`src/rtl/pulse_monitor_if.sv`:
```
// Pulse monitor bus: tick input plus measurement and status outputs.
interface pulse_monitor_if #(
    parameter int unsigned CNT_W = 16
);
    logic             pulse_in;
    logic [CNT_W-1:0] period;
    logic             period_valid;
    logic             locked;
    logic             err_early;
    logic             err_missing;

    modport master (
        output pulse_in,
        input  period, period_valid, locked, err_early, err_missing
    );

    modport slave (
        input  pulse_in,
        output period, period_valid, locked, err_early, err_missing
    );
endinterface

```
`src/rtl/pulse_monitor.sv`:
```
// Measures the interval between rising edges of pulse_in, flags early and
// missing pulses, and declares lock after LOCK_N consecutive in-window intervals.
module pulse_monitor #(
    parameter int unsigned NOMINAL = 4801,
    parameter int unsigned TOL     = 48,
    parameter int unsigned LOCK_N  = 3,
    parameter int unsigned CNT_W   = 16
) (
    input  logic           clk,
    input  logic           reset_n,
    pulse_monitor_if.slave bus
);
    localparam int unsigned GOOD_W = $clog2(LOCK_N + 1);
    localparam logic [GOOD_W-1:0] LOCK_G = GOOD_W'(LOCK_N);
    localparam logic [CNT_W-1:0]  WIN_LO = CNT_W'(NOMINAL - TOL);
    localparam logic [CNT_W-1:0]  WIN_HI = CNT_W'(NOMINAL + TOL);

    typedef enum logic [1:0] {IDLE, TRACK, LOCKED} state_t;

    state_t             state_q, state_d;
    logic [CNT_W-1:0]   cnt_q, cnt_d;
    logic [GOOD_W-1:0]  good_q, good_d;
    logic [CNT_W-1:0]   period_q, period_d;
    logic               pulse_d_q;
    logic               period_valid_q, period_valid_d;
    logic               locked_q, locked_d;
    logic               err_early_q, err_early_d;
    logic               err_missing_q, err_missing_d;
    logic               edge_w;
    logic [GOOD_W-1:0]  good_inc;

    assign edge_w   = bus.pulse_in & ~pulse_d_q;
    assign good_inc = (good_q == LOCK_G) ? good_q : good_q + GOOD_W'(1);

    always_comb begin
        state_d        = state_q;
        cnt_d          = cnt_q;
        good_d         = good_q;
        period_d       = period_q;
        period_valid_d = 1'b0;
        err_early_d    = 1'b0;
        err_missing_d  = 1'b0;
        case (state_q)
            TRACK, LOCKED: begin
                if (edge_w) begin
                    // An edge on the timeout clock is still in-window, so it wins.
                    cnt_d          = CNT_W'(1);
                    period_d       = cnt_q;
                    period_valid_d = 1'b1;
                    if (cnt_q < WIN_LO) begin
                        err_early_d = 1'b1;
                        good_d      = '0;
                        state_d     = TRACK;
                    end else begin
                        good_d  = good_inc;
                        state_d = (good_inc == LOCK_G) ? LOCKED : TRACK;
                    end
                end else if (cnt_q == WIN_HI) begin
                    err_missing_d = 1'b1;
                    good_d        = '0;
                    cnt_d         = '0;
                    state_d       = IDLE;
                end else begin
                    cnt_d = cnt_q + CNT_W'(1);
                end
            end
            default: begin
                cnt_d = '0;
                if (edge_w) begin
                    cnt_d   = CNT_W'(1);
                    good_d  = '0;
                    state_d = TRACK;
                end
            end
        endcase
        locked_d = (state_d == LOCKED);
    end

    always_ff @(posedge clk or negedge reset_n) begin
        if (!reset_n) begin
            state_q        <= IDLE;
            cnt_q          <= '0;
            good_q         <= '0;
            period_q       <= '0;
            pulse_d_q      <= 1'b1;
            period_valid_q <= 1'b0;
            locked_q       <= 1'b0;
            err_early_q    <= 1'b0;
            err_missing_q  <= 1'b0;
        end else begin
            state_q        <= state_d;
            cnt_q          <= cnt_d;
            good_q         <= good_d;
            period_q       <= period_d;
            pulse_d_q      <= bus.pulse_in;
            period_valid_q <= period_valid_d;
            locked_q       <= locked_d;
            err_early_q    <= err_early_d;
            err_missing_q  <= err_missing_d;
        end
    end

    assign bus.period       = period_q;
    assign bus.period_valid = period_valid_q;
    assign bus.locked       = locked_q;
    assign bus.err_early    = err_early_q;
    assign bus.err_missing  = err_missing_q;
endmodule

```
`src/flat_wrapper.sv`:
```
// flat-port wrapper written by rule: the top's interface ports become plain ports
module pulse_monitor_flat 
#(
    parameter int unsigned NOMINAL = 4801,
    parameter int unsigned TOL     = 48,
    parameter int unsigned LOCK_N  = 3,
    parameter int unsigned CNT_W   = 16
)
  (clk, reset_n, bus_pulse_in, bus_period, bus_period_valid, bus_locked, bus_err_early, bus_err_missing);
  pulse_monitor_if #(.CNT_W(CNT_W)) bus_i ();
  input  logic clk;
  input  logic reset_n;
  input wire logic [$bits(bus_i.pulse_in)-1:0] bus_pulse_in;
  output wire logic [$bits(bus_i.period)-1:0] bus_period;
  output wire logic [$bits(bus_i.period_valid)-1:0] bus_period_valid;
  output wire logic [$bits(bus_i.locked)-1:0] bus_locked;
  output wire logic [$bits(bus_i.err_early)-1:0] bus_err_early;
  output wire logic [$bits(bus_i.err_missing)-1:0] bus_err_missing;
  assign bus_i.pulse_in = bus_pulse_in;
  assign bus_period = bus_i.period;
  assign bus_period_valid = bus_i.period_valid;
  assign bus_locked = bus_i.locked;
  assign bus_err_early = bus_i.err_early;
  assign bus_err_missing = bus_i.err_missing;
  pulse_monitor #(.NOMINAL(NOMINAL), .TOL(TOL), .LOCK_N(LOCK_N), .CNT_W(CNT_W)) u_core (.clk(clk), .reset_n(reset_n), .bus(bus_i));
endmodule
```
`config.mk`:
```
export PLATFORM = sky130hd
export DESIGN_NAME = pulse_monitor_flat
export DESIGN_NICKNAME = d
export VERILOG_FILES = /design/src/rtl/pulse_monitor_if.sv /design/src/rtl/pulse_monitor.sv /design/src/flat_wrapper.sv
export SDC_FILE = /design/constraint.sdc
export NUM_CORES = 1
export LEC_CHECK = 0
export BUFFER_PORTS_ARGS = -buffer_cell sky130_fd_sc_hd__buf_2
export CAP_MARGIN = 5
export CORE_MARGIN = 2
export CORE_UTILIZATION = 59
export CTS_BUF_LIST = sky130_fd_sc_hd__clkbuf_4
export DETAILED_ROUTE_END_ITERATION = 10
export GPL_TIMING_DRIVEN = 0
export PLACE_DENSITY = 0.92
export SLEW_MARGIN = 20
export SYNTH_ARGS = -nofsm -noshare
export SYNTH_HDL_FRONTEND = slang
export SYNTH_SLANG_ARGS = --single-unit
export TNS_END_PERCENT = 30
```
`constraint.sdc`:
```
create_clock -name clk -period 2.7 [get_ports clk]
set_clock_uncertainty 0.1 [all_clocks]
set_input_delay 0.135 -clock clk [delete_from_list [all_inputs] [get_ports clk]]
set_output_delay 0.135 -clock clk [all_outputs]
set_load 0.01 [all_outputs]
```
---- Word level (Yosys, flattened, before mapping) ----
Cells that the tools add are included.
operators by class
  add/sub/neg operators ................... 2
  bitwise gates (word level) .............. 2
  reductions and logical operators ........ 5
  mux-type cells .......................... 24
  equality and inequality tests ........... 6
  magnitude comparators ................... 1
  $mul .................................... 0
  div/mod/pow operators ................... 0
  shift-type cells ........................ 0
operator list
  kind                                                                             number
  16-bit 2-to-1 mux                                                                3
  2-bit 2-to-1 mux                                                                 12
  16-bit by 1-bit adder with 16-bit output (second input constant)                 1
  16-bit by 13-bit equality test with 1-bit output (second input constant)         1
  16-bit by 13-bit less-than comparator with 1-bit output (second input constant)  1
  1-bit 2-to-1 mux                                                                 9
  2-bit equality test (second input constant)                                      4
  2-bit AND reduction                                                              2
  2-bit nonzero test                                                               2
  2-bit by 1-bit adder with 2-bit output (second input constant)                   1
  2-bit by 1-bit equality test with 1-bit output (second input constant)           1
  2-bit OR reduction                                                               1
  1-bit AND                                                                        1
  1-bit inverter                                                                   1
storage, ports and cells
  output and inout port bits .............. 20
  bits in writable memories ............... 0
  bits in read-only memories .............. 0
  bits in registers ....................... 41
  bits of input ports ..................... 3
  word-level logic and storage cells ...... 49
  memories ................................ 0
  bits in latches ......................... 0

---- Logic depth before layout (Yosys ltp) ----
  word-level depth ........................ 8
  mapped depth ............................ 7
  mapped depth without buffers ............ 7

---- Least setup slack after synthesis ----
Ideal clock, no wire load.
  path type ............................... flip-flop to flip-flop
  from .................................... reg u_core.cnt_q[8]
  to ...................................... reg u_core.state_q[1]
  cell stages (with the launch flop) ...... 5
  data required time ...................... 2.469 ns
  library setup time ...................... 0.131 ns
  path buffers ............................ 0
  clock period less this slack ............ 2.220 ns
  setup slack ............................. 0.480 ns
  arrival time ............................ 1.989 ns
  path through ............................ dfrtp_1 -> or4_4 -> or4_4 -> o211a_1 -> or3_1
on the way
  longest elaborated chain between the ends .. 4
  elaborated cells between the ends (all ways) .. 6
  those cells by class .................... 1 x order compare; 1 x eq/ne; 4 x mux
RTL lines
  element                                                                                                                             line                                      RTL
  start: declaration                                                                                                                  pulse_monitor.sv:21                       logic [CNT_W-1:0] cnt_q, cnt_d;
  start signal: assignment                                                                                                            pulse_monitor.sv:92                       cnt_q <= cnt_d;
  16-bit by 13-bit less-than comparator with 1-bit output / 16-bit by 13-bit equality test with 1-bit output (equally long branches)  pulse_monitor.sv:50, pulse_monitor.sv:58
  2-bit 2-to-1 mux, on equally long branches                                                                                          pulse_monitor.sv:50, pulse_monitor.sv:58
  2-bit 2-to-1 mux *                                                                                                                  pulse_monitor.sv:45                       if (edge_w) begin
  2-bit 2-to-1 mux *                                                                                                                  pulse_monitor.sv:43                       case (state_q)
  via u_core.state_d[1]                                                                                                               pulse_monitor.sv:20                       state_t state_q, state_d;
  end signal: assignment                                                                                                              pulse_monitor.sv:91                       state_q <= state_d;
  end: declaration                                                                                                                    pulse_monitor.sv:20
Mark *: on every way through the listed nets, which the timed path passes. The rest lies on a longest branch.
A chain may end at the register's enable or synchronous reset.

---- Worst setup path after layout ----
  from .................................... reg u_core.cnt_q[11]
  to ...................................... reg u_core.cnt_q[14]
on the way
  longest elaborated chain between the ends .. 4
  elaborated cells between the ends (all ways) .. 5
  those cells by class .................... 1 x add/sub; 1 x eq/ne; 3 x mux
RTL lines
  element                                                                                                              line                                      RTL
  16-bit by 1-bit adder with 16-bit output / 16-bit by 13-bit equality test with 1-bit output (equally long branches)  pulse_monitor.sv:64, pulse_monitor.sv:58
  16-bit 2-to-1 mux *                                                                                                  pulse_monitor.sv:58                       end else if (cnt_q == WIN_HI) begin
  16-bit 2-to-1 mux *                                                                                                  pulse_monitor.sv:45
  16-bit 2-to-1 mux *                                                                                                  pulse_monitor.sv:43
  via u_core.cnt_d[14]                                                                                                 pulse_monitor.sv:21
Marks and branches as above.

==> metrics <==
CTS clk-pin slew, worst paths=0.11 ns; placed cell count=255; WL per Instance=12.91 µm; first-pass GRT wire length=6023 µm; status=complete, no violations; Seq/Total Area, Yosys=55.51%; endpoint type of the worst setup path=register; GR Overflow Total=0; WP data required=2.84 ns; Period Utilization, post-route=89.60%; CTS Sinks=41; RR Startpoint=u_core.cnt_q[11]$_DFF_PN0_; Post-Syn Instances=189; worst setup margin=0.2809 ns; GPL Wtd Cong=0.8556; Reg-to-Reg End=u_core.cnt_q[14]$_DFF_PN0_; Max Cap Violations=0; Crit path top cell by count=or4_4; Crit Path Max Fanout=10; Reg2Reg Depth=5; vias=1,396; crit path cell chain=or4_4 > or4_4 > nand3_1 > buf_2 > nor2_1; Cell Rows=20; H-tree lvl count=2; Finished Layout Cells=265; Cell variety after synth=41; syn nets=195; number of diodes=0; Post-synth EDFFs=0; Reg2Reg Setup Slack=0.28 ns; final net count=226; grt met1 use=between 30% and 40%; post-CTS sizing=0; slowest CP cell=or4_4; Clock Latency Late Sink=around 0.35 ns; M3 GR Usage=between 7 and 8%; Post-DP HPWL=2364 µm; Crit Path Category=register to register; Hold Vio Cnt, Final=0; port bufs=22; leakage=1.104 nW; total CTS buffers=5; Peak VDD IR=388.6 µV; via count of the first global-routing pass=1,336; Post-Place Setup Slack=0.2949 ns; DRC=0; die width=about 60 µm; CTS tree=yes; largest net degree at the start of global routing=42; Core Area=3028 µm²; Max-slew headroom=40.84%; GRT busiest layer=met2; initial antenna violation count=0; final setup vio count=0; Initial Utilization=61.12%; Design Area, Final=between 2000 and 2500 µm²; hold crit path type=input pin to asynchronous set/reset pin; Die ar.=3601 µm²; 1st-pass router iterations=4; WL final=3420 µm; Slew Limit Fails=0; number of synthesized register bits=roughly 40; Max clock buf depth=2; yosys warns=0; CP max stage delay=0.57 ns; total track usage=23.41%; PwrDens=around 510 nW/µm²; mapped cell area=1851 µm²; layout cells sized above 1=20.81%; Ports=23; Synth Flop Type=dfrtp_1; ys async rst share=100.0%; crit path DAT=2.55 ns; root buffer cell=clkbuf_4; WHS=around 0.33 ns; number of DRC markers in iteration 0=57; post-CTS setup repair buffer count=0; Syn Area/Cell=9.791 µm²; Worst Tran Pin Value=0.8875 ns; CP Launch Type=register; CTS Hold Buffers Added=2; RSZ-0062 raised after global routing=no; area post-placement=between 2000 and 2500 µm²; f_max=413.4 MHz; min Tclk post-route=2.419 ns; setup tns final=0 ns; vias per cell=5.268; post-route antenna net violation count=0; M2 GR Usage=33.39%; chip height=60.01 µm; Syn-to-layout area delta=13.05%
## per-stage QoR
step                      util (%)  total power, mW
after detailed placement     66.57           0.7667
final                        69.09            1.063
after floorplan                  -           0.7234
after CTS                    69.09            1.072
after global placement       66.57           0.7614
after global routing         69.09            1.116
## synthesized netlist by cell type (all sizes together), types with 2 or more instances
cell / n / area share, %
a21o: 2 / 0.88
a21oi: 2 / 0.54
a22o: 2 / 1.0
and2: 2 / 0.74
and2b: 2 / 0.95
and3: 5 / 1.8
buf: 2 / 0.88
clkbuf: 3 / 0.61
dfrtp: 40 / 54
ha: 3 / 2.0
inv: 6 / 1.2
nand2: 48 / 9.7
nand3: 8 / 2.2
nor2: 22 / 4.5
nor2b: 2 / 0.68
nor3: 2 / 0.54
o21ai: 4 / 1.1
o2bb2ai: 2 / 0.95
o31ai: 2 / 0.81
or3: 2 / 0.74
or4: 2 / 1.2
xnor2: 7 / 3.3
xor2: 7 / 3.3
## layer usage
layer  vias to the layer above  share of wire (%)  wire length, µm
met4                         0                2.1               72
met3                         8                4.7              162
met1                       671                 47             1592
met5                         -                  0                0
met2                        34                 47             1591
li1                        683                  -                -
## where the power goes
group / total (mW) / internal (mW) / switching [mW]
registers: 0.653 / 0.635 / 0.0177
clock network: 0.307 / 0.120 / 0.187
logic: 0.103 / 0.0375 / 0.0655
## flip-flops by register name, indices dropped and copies added (netlist names)
signal / count
u_core.good_q: 2
u_core.bus.period: 16
u_core.bus.err_early: 1
u_core.cnt_q: 16
u_core.bus.period_valid: 1
u_core.pulse_d_q: 1
u_core.bus.err_missing: 1
u_core.bus.locked: 1
u_core.state_q: 2
## worst max-delay path, delay by kind of cell (launching register included)
kind / cells / cell delay (ns)
buf+inv: 1 / 0.27
flops: 1 / 0.49
simple gates: 4 / 1.45
## cell type report
class	count	area (µm²)
inverters	6	22.52
well taps	44	55.05
fillers	245	935.9
clock inverters	1	3.754
multi-input cells	137	773.2
flip-flops and latches	41	1027
plain buffers	5	27.53
clock buffers	7	52.55
repair buffers	24	130.1
## cell families (layout without fill, tap and decap cells)
group           after synthesis  count (layout)  share of synthesized area [%]
xor+xnor                     14              14                          6.626
simple gates                102             102                          26.03
buf+inv                      11              43                          2.704
fa+ha+maj                     3               3                          2.029
flops                        41              41                          55.51
compound gates               18              18                          7.100
## cells in the final DEF, fill, tap and decap left out, types with 4 or more instances in the layout
master,Yosys,routed
buf_2,1,23
clkbuf_4,0,7
dfrtp_1,40,40
inv_1,6,6
nand2_1,48,48
nand3_1,8,8
nor2_1,22,22
o21ai_0,4,4
xnor2_1,7,7
xor2_1,7,7
## worst max path at each step
stage / start / end / slack [ns] / cells past startpoint
5_1_grt: u_core.cnt_q[1]$_DFF_PN0_ / u_core.state_q[1]$_DFF_PN0_ / 0.16 / 7
4_1_cts: u_core.cnt_q[1]$_DFF_PN0_ / u_core.state_q[1]$_DFF_PN0_ / 0.28 / 7
6_report: u_core.cnt_q[11]$_DFF_PN0_ / u_core.cnt_q[14]$_DFF_PN0_ / 0.28 / 5
3_5_place_dp: u_core.cnt_q[8]$_DFF_PN0_ / u_core.cnt_q[6]$_DFF_PN0_ / 0.29 / 5
3_3_place_gp: u_core.cnt_q[0]$_DFF_PN0_ / u_core.state_q[1]$_DFF_PN0_ / 0.33 / 7
2_1_floorplan: u_core.cnt_q[8]$_DFF_PN0_ / u_core.state_q[1]$_DFF_PN0_ / 0.48 / 4
(Power assumes the default switching activity.)
